$ cat src/rtl/console_mux_pkg.sv
// rtl/console_mux_pkg.sv - shared hexbus constants and arbiter state encoding
package hbconst;

  localparam logic [6:0] NEWLINE = 7'h0a;
  localparam int         TAG_BIT = 7;

  typedef enum logic {
    IDLE   = 1'b0,
    HBLOCK = 1'b1
  } arb_state_t;

endpackage

$ cat src/rtl/console_mux_if.sv
// rtl/console_mux_if.sv - UART / hexbus / console byte streams around console_mux
interface console_mux_if;

  logic       i_rx_stb;
  logic [7:0] i_rx_byte;
  logic       o_hb_stb;
  logic [6:0] o_hb_byte;
  logic       o_rxcon_stb;
  logic [6:0] o_rxcon_data;
  logic       i_hb_stb;
  logic [6:0] i_hb_byte;
  logic       o_hb_busy;
  logic       i_txcon_stb;
  logic [6:0] i_txcon_data;
  logic       o_txcon_busy;
  logic       o_tx_stb;
  logic [7:0] o_tx_byte;
  logic       i_tx_busy;

  modport slave (
    input  i_rx_stb, i_rx_byte, i_hb_stb, i_hb_byte, i_txcon_stb, i_txcon_data, i_tx_busy,
    output o_hb_stb, o_hb_byte, o_rxcon_stb, o_rxcon_data, o_hb_busy, o_txcon_busy,
           o_tx_stb, o_tx_byte
  );

  modport master (
    output i_rx_stb, i_rx_byte, i_hb_stb, i_hb_byte, i_txcon_stb, i_txcon_data, i_tx_busy,
    input  o_hb_stb, o_hb_byte, o_rxcon_stb, o_rxcon_data, o_hb_busy, o_txcon_busy,
           o_tx_stb, o_tx_byte
  );

endinterface

$ cat src/rtl/console_txarb.sv
// rtl/console_txarb.sv - tx arbiter: packet lock FSM, idle release counter, output register
module console_txarb
  import hbconst::*;
#(
  parameter int LGIDLE = 10
) (
  input  logic       i_clk,
  input  logic       i_reset,
  input  logic       hb_stb,
  input  logic [6:0] hb_byte,
  input  logic       txcon_stb,
  input  logic [6:0] txcon_data,
  input  logic       tx_busy,
  output logic       hb_busy,
  output logic       txcon_busy,
  output logic       tx_stb,
  output logic [7:0] tx_byte
);

  localparam logic [LGIDLE-1:0] IDLE_MAX = '1;

  arb_state_t        state, state_next;
  logic [LGIDLE-1:0] idle_cnt, idle_cnt_next;
  logic              last_con;
  logic              load, grant_hb, grant_con, accept_hb, accept_con;

  always_comb begin
    load      = !tx_stb || !tx_busy;
    grant_hb  = 1'b0;
    grant_con = 1'b0;
    if (state == HBLOCK) begin
      grant_hb = hb_stb;
    end else if (hb_stb && txcon_stb) begin
      grant_hb  = last_con;
      grant_con = !last_con;
    end else begin
      grant_hb  = hb_stb;
      grant_con = txcon_stb;
    end
    accept_hb  = load && grant_hb;
    accept_con = load && grant_con;
    hb_busy    = !load || !grant_hb;
    txcon_busy = !load || !grant_con;

    state_next    = state;
    idle_cnt_next = '0;
    case (state)
      IDLE: begin
        if (accept_hb && hb_byte != NEWLINE)
          state_next = HBLOCK;
      end
      HBLOCK: begin
        // An abandoned packet must not starve the console forever
        if (accept_hb) begin
          if (hb_byte == NEWLINE)
            state_next = IDLE;
        end else begin
          idle_cnt_next = idle_cnt + 1'b1;
          if (idle_cnt_next == IDLE_MAX)
            state_next = IDLE;
        end
      end
    endcase
  end

  always_ff @(posedge i_clk) begin
    if (i_reset) begin
      state    <= IDLE;
      idle_cnt <= '0;
      last_con <= 1'b0;
      tx_stb   <= 1'b0;
    end else begin
      state    <= state_next;
      idle_cnt <= idle_cnt_next;
      if (accept_con)
        last_con <= 1'b1;
      else if (accept_hb)
        last_con <= 1'b0;
      if (load)
        tx_stb <= accept_hb || accept_con;
    end
  end

  always_ff @(posedge i_clk) begin
    if (accept_hb || accept_con)
      tx_byte <= accept_hb ? {1'b1, hb_byte} : {1'b0, txcon_data};
  end

endmodule

$ cat src/rtl/console_mux.sv
// rtl/console_mux.sv - splits/merges the host UART between hexbus and console by bit 7
module console_mux
  import hbconst::*;
#(
  parameter int LGIDLE = 10
) (
  input logic          i_clk,
  input logic          i_reset,
  console_mux_if.slave bus
);

  always_ff @(posedge i_clk) begin
    if (i_reset) begin
      bus.o_hb_stb    <= 1'b0;
      bus.o_rxcon_stb <= 1'b0;
    end else begin
      bus.o_hb_stb    <= bus.i_rx_stb && bus.i_rx_byte[TAG_BIT];
      bus.o_rxcon_stb <= bus.i_rx_stb && !bus.i_rx_byte[TAG_BIT];
    end
  end

  always_ff @(posedge i_clk) begin
    if (bus.i_rx_stb) begin
      bus.o_hb_byte    <= bus.i_rx_byte[6:0];
      bus.o_rxcon_data <= bus.i_rx_byte[6:0];
    end
  end

  console_txarb #(.LGIDLE(LGIDLE)) u_txarb (
    .i_clk      (i_clk),
    .i_reset    (i_reset),
    .hb_stb     (bus.i_hb_stb),
    .hb_byte    (bus.i_hb_byte),
    .txcon_stb  (bus.i_txcon_stb),
    .txcon_data (bus.i_txcon_data),
    .tx_busy    (bus.i_tx_busy),
    .hb_busy    (bus.o_hb_busy),
    .txcon_busy (bus.o_txcon_busy),
    .tx_stb     (bus.o_tx_stb),
    .tx_byte    (bus.o_tx_byte)
  );

endmodule

$ cat src/flat_wrapper.sv
// flat-port wrapper written by rule: the top's interface ports become plain ports
module console_mux_flat import hbconst::*;
#(
  parameter int LGIDLE = 10
)
  (i_clk, i_reset, bus_i_rx_stb, bus_i_rx_byte, bus_i_hb_stb, bus_i_hb_byte, bus_i_txcon_stb, bus_i_txcon_data, bus_i_tx_busy, bus_o_hb_stb, bus_o_hb_byte, bus_o_rxcon_stb, bus_o_rxcon_data, bus_o_hb_busy, bus_o_txcon_busy, bus_o_tx_stb, bus_o_tx_byte);
  console_mux_if bus_i ();
  input logic i_clk;
  input logic i_reset;
  input wire logic [$bits(bus_i.i_rx_stb)-1:0] bus_i_rx_stb;
  input wire logic [$bits(bus_i.i_rx_byte)-1:0] bus_i_rx_byte;
  input wire logic [$bits(bus_i.i_hb_stb)-1:0] bus_i_hb_stb;
  input wire logic [$bits(bus_i.i_hb_byte)-1:0] bus_i_hb_byte;
  input wire logic [$bits(bus_i.i_txcon_stb)-1:0] bus_i_txcon_stb;
  input wire logic [$bits(bus_i.i_txcon_data)-1:0] bus_i_txcon_data;
  input wire logic [$bits(bus_i.i_tx_busy)-1:0] bus_i_tx_busy;
  output wire logic [$bits(bus_i.o_hb_stb)-1:0] bus_o_hb_stb;
  output wire logic [$bits(bus_i.o_hb_byte)-1:0] bus_o_hb_byte;
  output wire logic [$bits(bus_i.o_rxcon_stb)-1:0] bus_o_rxcon_stb;
  output wire logic [$bits(bus_i.o_rxcon_data)-1:0] bus_o_rxcon_data;
  output wire logic [$bits(bus_i.o_hb_busy)-1:0] bus_o_hb_busy;
  output wire logic [$bits(bus_i.o_txcon_busy)-1:0] bus_o_txcon_busy;
  output wire logic [$bits(bus_i.o_tx_stb)-1:0] bus_o_tx_stb;
  output wire logic [$bits(bus_i.o_tx_byte)-1:0] bus_o_tx_byte;
  assign bus_i.i_rx_stb = bus_i_rx_stb;
  assign bus_i.i_rx_byte = bus_i_rx_byte;
  assign bus_i.i_hb_stb = bus_i_hb_stb;
  assign bus_i.i_hb_byte = bus_i_hb_byte;
  assign bus_i.i_txcon_stb = bus_i_txcon_stb;
  assign bus_i.i_txcon_data = bus_i_txcon_data;
  assign bus_i.i_tx_busy = bus_i_tx_busy;
  assign bus_o_hb_stb = bus_i.o_hb_stb;
  assign bus_o_hb_byte = bus_i.o_hb_byte;
  assign bus_o_rxcon_stb = bus_i.o_rxcon_stb;
  assign bus_o_rxcon_data = bus_i.o_rxcon_data;
  assign bus_o_hb_busy = bus_i.o_hb_busy;
  assign bus_o_txcon_busy = bus_i.o_txcon_busy;
  assign bus_o_tx_stb = bus_i.o_tx_stb;
  assign bus_o_tx_byte = bus_i.o_tx_byte;
  console_mux #(.LGIDLE(LGIDLE)) u_core (.i_clk(i_clk), .i_reset(i_reset), .bus(bus_i));
endmodule
$ cat config.mk
export PLATFORM = sky130hd
export DESIGN_NAME = console_mux_flat
export DESIGN_NICKNAME = d
export VERILOG_FILES = /design/src/rtl/console_mux_pkg.sv /design/src/rtl/console_mux_if.sv /design/src/rtl/console_txarb.sv /design/src/rtl/console_mux.sv /design/src/flat_wrapper.sv
export SDC_FILE = /design/constraint.sdc
export NUM_CORES = 1
export LEC_CHECK = 0
export ABC_AREA = 1
export CORE_MARGIN = 2
export CORE_UTILIZATION = 33
export CTS_BUF_LIST = sky130_fd_sc_hd__clkbuf_16
export CTS_CLUSTER_SIZE = 14
export DETAILED_ROUTE_END_ITERATION = 6
export PLACE_DENSITY = 0.7
export SLEW_MARGIN = 20
export SYNTH_ARGS = -nofsm -noshare
export SYNTH_HDL_FRONTEND = slang
export SYNTH_SLANG_ARGS = --single-unit
$ cat constraint.sdc
create_clock -name i_clk -period 3.31 [get_ports i_clk]
set_input_delay 0.331 -clock i_clk [delete_from_list [all_inputs] [get_ports i_clk]]
set_output_delay 0.331 -clock i_clk [all_outputs]
set_load 0.005 [all_outputs]
Word level (Yosys, flattened, before mapping)
Cells that the tools add are included.
{"block": "op_classes", "addsub": 1, "n_mul": 0, "div_mod_pow": 0, "order_cmp": 0, "eq_ne": 3, "n_shift": 0, "muxes": 12, "bitwise_logic": 1, "reduce_logical": 19}
{"cell": "adder 10 x 1 -> 10 bit, second input constant", "count": 1}
{"cell": "== test 10 bit, second input constant", "count": 1}
{"cell": "2-to-1 mux 1 bit", "count": 10}
{"cell": "2-to-1 mux 8 bit", "count": 1}
{"cell": "== test 7 x 4 -> 1 bit, second input constant", "count": 1}
{"cell": "logical NOT 1 bit", "count": 7}
{"cell": "!= test 7 x 4 -> 1 bit, second input constant", "count": 1}
{"cell": "logical AND 1 bit", "count": 6}
{"cell": "logical OR 1 bit", "count": 4}
{"cell": "OR reduction 3 bit", "count": 1}
{"cell": "one-hot mux 1 bit (2 select lines)", "count": 1}
{"cell": "nonzero test 2 bit", "count": 1}
{"cell": "inverter 1 bit", "count": 1}
{"block": "totals", "reg_bits": 30, "latch_bits": 0, "ramBits": 0, "mem_bits_ro": 0, "inputBits": 28, "output_inout_bits": 27, "memories": 0}

Longest topological paths before layout
{"block": "depth", "ltp_word": 7, "depth_mapped": 11, "mapped_depth_nobuf": 11}

By module
Synthesis repeated with hierarchy kept, for this count alone.
{"block": "unflattened", "hier_cells": 152, "area_unflattened_um2": 1366.3}
{"mod": "console_txarb", "instances": 1, "cells_each": 131, "area_each_um2": 1044.8, "seq_area_each_um2": 500.5}
{"mod": "console_mux", "instances": 1, "cells_each": 21, "area_each_um2": 321.6, "seq_area_each_um2": 250.2}

Worst setup path before layout
OpenSTA, ideal clock, no wires.
{"block": "synth_timing", "path_type": "in2reg", "from": "input port bus_i_tx_busy", "to": "register u_core.u_txarb.tx_byte[0], enable pin", "setup_time_ps": 332, "arrival_time_ps": 1026, "required_ps": 2978, "path_slack_ps": 1952, "stages": 5, "cell_sequence": "nand2_1 > inv_2 > nor3_4 > inv_2 > nand2_1"}
{"block": "synth_via", "elab_chain_cells": 4, "word_cells_on_any_way": 5, "cone_classes": "5 x reduce/logical"}
{"item": "start: declaration", "line_no": "flat_wrapper.sv:16", "text": "input wire logic [$bits(bus_i.i_tx_busy)-1:0] bus_i_tx_busy;"}
{"item": "logical NOT 1 bit", "line_no": "console_txarb.sv:28", "text": "load = !tx_stb || !tx_busy;"}
{"item": "logical OR 1 bit", "line_no": "console_txarb.sv:28"}
{"item": "logical AND 1 bit", "line_no": "console_txarb.sv:40", "text": "accept_hb = load && grant_hb;"}
{"item": "net u_core.u_txarb.accept_hb", "line_no": "console_txarb.sv:25", "text": "logic load, grant_hb, grant_con, accept_hb, accept_con;"}
{"item": "logical OR 1 bit", "line_no": "console_txarb.sv:85", "text": "if (accept_hb || accept_con)"}
{"item": "end signal: assignment", "line_no": "console_txarb.sv:86", "text": "tx_byte <= accept_hb ? {1'b1, hb_byte} : {1'b0, txcon_data};"}
{"item": "end: declaration", "line_no": "console_txarb.sv:17", "text": "output logic [7:0] tx_byte"}
The timed path passes the listed nets, and every way through them passes these cells.
A chain may end at the register's enable or synchronous reset.

Worst setup path in the final report
{"block": "layout_timing", "from": "input port bus_i_txcon_stb", "to": "output port bus_o_hb_busy"}
{"block": "layout_via", "elab_chain_cells": 5}
{"item": "start: declaration", "line_no": "flat_wrapper.sv:14", "text": "input wire logic [$bits(bus_i.i_txcon_stb)-1:0] bus_i_txcon_stb;"}
{"item": "logical AND 1 bit", "line_no": "console_txarb.sv:33", "text": "end else if (hb_stb && txcon_stb) begin"}
{"item": "2-to-1 mux 1 bit", "line_no": "console_txarb.sv:33"}
{"item": "2-to-1 mux 1 bit", "line_no": "console_txarb.sv:31", "text": "if (state == HBLOCK) begin"}
{"item": "logical NOT 1 bit", "line_no": "console_txarb.sv:42", "text": "hb_busy = !load || !grant_hb;"}
{"item": "logical OR 1 bit", "line_no": "console_txarb.sv:42"}
{"item": "end: declaration", "line_no": "flat_wrapper.sv:21", "text": "output wire logic [$bits(bus_i.o_hb_busy)-1:0] bus_o_hb_busy;"}
No other way between the ends.

==> results.md <==
* Final hold vios at 0
* First-pass GRT wire length at about 4400 um
* Clock Sinks at 30
* Yosys warnings at 0
* Die Y-Extent at 67.5 um
* GRT Util Overall at 13.2%
* CP Max Fanout at 13
* Share of the yosys chip area belonging to registers at a little under three fifths
* DRC viols at 0
* CP endpoint kind: output port
* Combinational share of power at roughly 14%
* Ys flop type: edfxtp_1
* Placeable Area at a little under 4000 um^2
* Inst Count DP at 241
* Post-CTS sizing at 0
* Synthesized flop and latch total at 30
* Synth area leader: edfxtp_1
* Final Cycle Share at between 60 and 70%
* Pre-Repair DR Iteration Count at 4
* CTS H-tree lvls at 2
* Slew headroom at 74.6%
* Post-Syn Nets at around 180
* Share of the synthesized area in the top cell type at between 30% and 40%
* CTS Buf Count at 5
* Clock power share at a little under half
* Met2 Resource Use GR at 21.8%
* Total Wirelength at 2840 um
* Synth top area cells: edfxtp_1 (34%), dfxtp_1 (23%), nand2_1 (12%)
* # rows at 23
* Synthesized area at between 1000 and 1500 um^2
* RSZ-0062 raised after global routing: false
* Max Freq at about 0.45 GHz
* Final non-filler cell total at 249
* Max-cap viol count at 0
* CTS tree: done
* Post-CTS Hold Buffers at 0
* Starting Density at approximately a third
* Endpoints failing setup at 0
* FFs w/ async S/R, synth at 0%
* RePlAce Congestion at ~0.74
* Area post-placement at around 1900 um^2
* WP data arrival at about 1900 ps
* Syn Area/Cell at 9.18 um^2
* Grt total ovfl at 0
* Port bufs at 54
* Number of global-route vias before repair at a little under 1000
* Post-route ant nets at 0
* IO Count at 55
* Min Tclk post-route at 2240 ps
* Synth cell count leaders: nand2_1 (43), nor2_1 (19), inv_1 (16), dfxtp_1 (15), edfxtp_1 (15)
* Crit start category: primary input
* Die W at ~68 um
* Final Cell Area at 2030 um^2
* EDFF count, synth at 15
* CTS Buffer Depth at 2
* Status: complete, no violations
* Area Overhead vs Synth at 52.7%
* P_int at between 0.8 and 0.9 mW
* Setup CP Type: primary input to output port
* Switching share of power at 19.9%
* Switching pwr at 0.214 mW
* Worst hold path type: flip-flop to flip-flop
* Share of cells above drive strength 1 at under 10%
* Number of post-CTS setup repair buffers at 0
* Most Crowded Layer GR: met2
* Post-synthesis cell count at 145
* Worst skew pair latency at between 200 and 300 ps
* Die area at between 4000 and 5000 um^2
* DRT iter0 DRCs at 38
* Sequential power share at about 40%
* Count leader, synth: nand2_1
* Met1 Use GR at 14.9%
* CTS clock-pin slew for the worst setup and hold paths at roughly 50 ps
* CTS root buffer: clkbuf_16
* Power density over cell area at around 530 nW/um^2
* Post-Route Setup TNS at 0 ps
* Total number of vias at between 1000 and 1500
* Vias per cell at 4.38
* VDD IR max at between 0.2 and 0.3 mV
* Largest net degree at the start of global routing at 14
* Pleak at 0.813 nW
* Yosys cell types at 25
* Initial antenna violation count at 0
* Max-slew violations at 0
* Clock Skew at between 3 and 4 ps
* GRT met3 Usage at between 3 and 4%
* N_diodes at 0
* Routed len/inst at 11.4 um
* Worst slew pin tran at ~380 ps
* WP data required at 2980 ps
* Fin nets at around 230
* Final HPWL DP at 2190 um
[stage by stage]
stage               hold slack, ps  setup slack, ps  utilization [%]  total power [mW]
floorplan                      393             1950                -             0.494
global placement               455             1110             47.4             0.588
detailed placement             478             1070             47.4             0.591
CTS                            481             1050             51.6              1.09
global route                   500              931             51.6              1.12
finish                         493             1070             51.6              1.08
[layout by cell type (no fill, tap or decap)]
master            n
a21oi_1           1
a21oi_2           1
a31oi_1           1
bufinv_16         1
clkbuf_16         5
clkdlybuf4s50_1  54
clkinv_1          1
dfxtp_1          15
edfxtp_1         15
ha_1              2
inv_1            17
inv_2             2
nand2_1          43
nand2_2           2
nand3_1           5
nand3_2           1
nand4_1           2
nor2_1           19
nor2_4            2
nor3_2            1
nor3_4            1
nor4_1            1
o21ai_0           1
o21ai_2           3
o21bai_1          1
xnor2_1           1
xor2_1            1
[flip-flops by register name, indices dropped and copies added (netlist names)]
signal	cells
u_core.u_txarb.last_con	1
u_core.u_txarb.tx_byte	8
u_core.bus.o_rxcon_stb	1
u_core.bus.o_rxcon_data	7
u_core.bus.o_hb_stb	1
u_core.u_txarb.idle_cnt	10
u_core.u_txarb.tx_stb	1
u_core.u_txarb.state	1
[worst max-delay path: stages]
cell	delay, ps
clkdlybuf4s50_1	490
nand2_1	70
nor2_1	180
nor3_4	90
inv_2	200
clkdlybuf4s50_1	540
[routing by layer]
metal	vias up	share of wire (%)	routed length, um
met3	7	5.9	167
li1	558	-	-
met1	492	38	1090
met4	0	2.5	71
met2	34	53	1520
met5	-	0	0
[power groups by stage]
stage	Clock (mW)	Combinational (mW)	Sequential, mW
2_1_floorplan	0	0.0507	0.443
3_3_place_gp	0	0.148	0.440
3_5_place_dp	0	0.149	0.442
4_1_cts	0.505	0.151	0.435
5_1_grt	0.519	0.163	0.437
6_report	0.494	0.149	0.435
[final timing paths]
kind              slack [ps]  depth (start not counted)                    endpoint                        from
hold reg to reg          490                          1  u_core.u_txarb.idle_cnt[0]  u_core.u_txarb.idle_cnt[0]
setup reg to reg        1650                          5   u_core.u_txarb.tx_byte[4]       u_core.u_txarb.tx_stb
setup / recovery        1070                          6               bus_o_hb_busy             bus_i_txcon_stb
hold / removal           490                          1  u_core.u_txarb.idle_cnt[0]  u_core.u_txarb.idle_cnt[0]
[logic make-up (layout without fill, tap and decap cells)]
group,Yosys count,after routing,synth area share (%)
xor+xnor,2,2,1.32
flops,30,30,56.4
buf+inv,26,80,9.87
fa+ha+maj,2,2,1.88
simple gates,77,77,26.1
compound gates,8,8,4.42
[final cells by class]
type	instances	area, um^2
clock buffer	5	125
multi-input combinational	89	449
sequential	30	751
inverter	18	67.6
timing repair buffer	54	541
tap	50	62.6
fill	360	1910
clock inverter	3	37.5
Power figures use the tool's default switching activity.
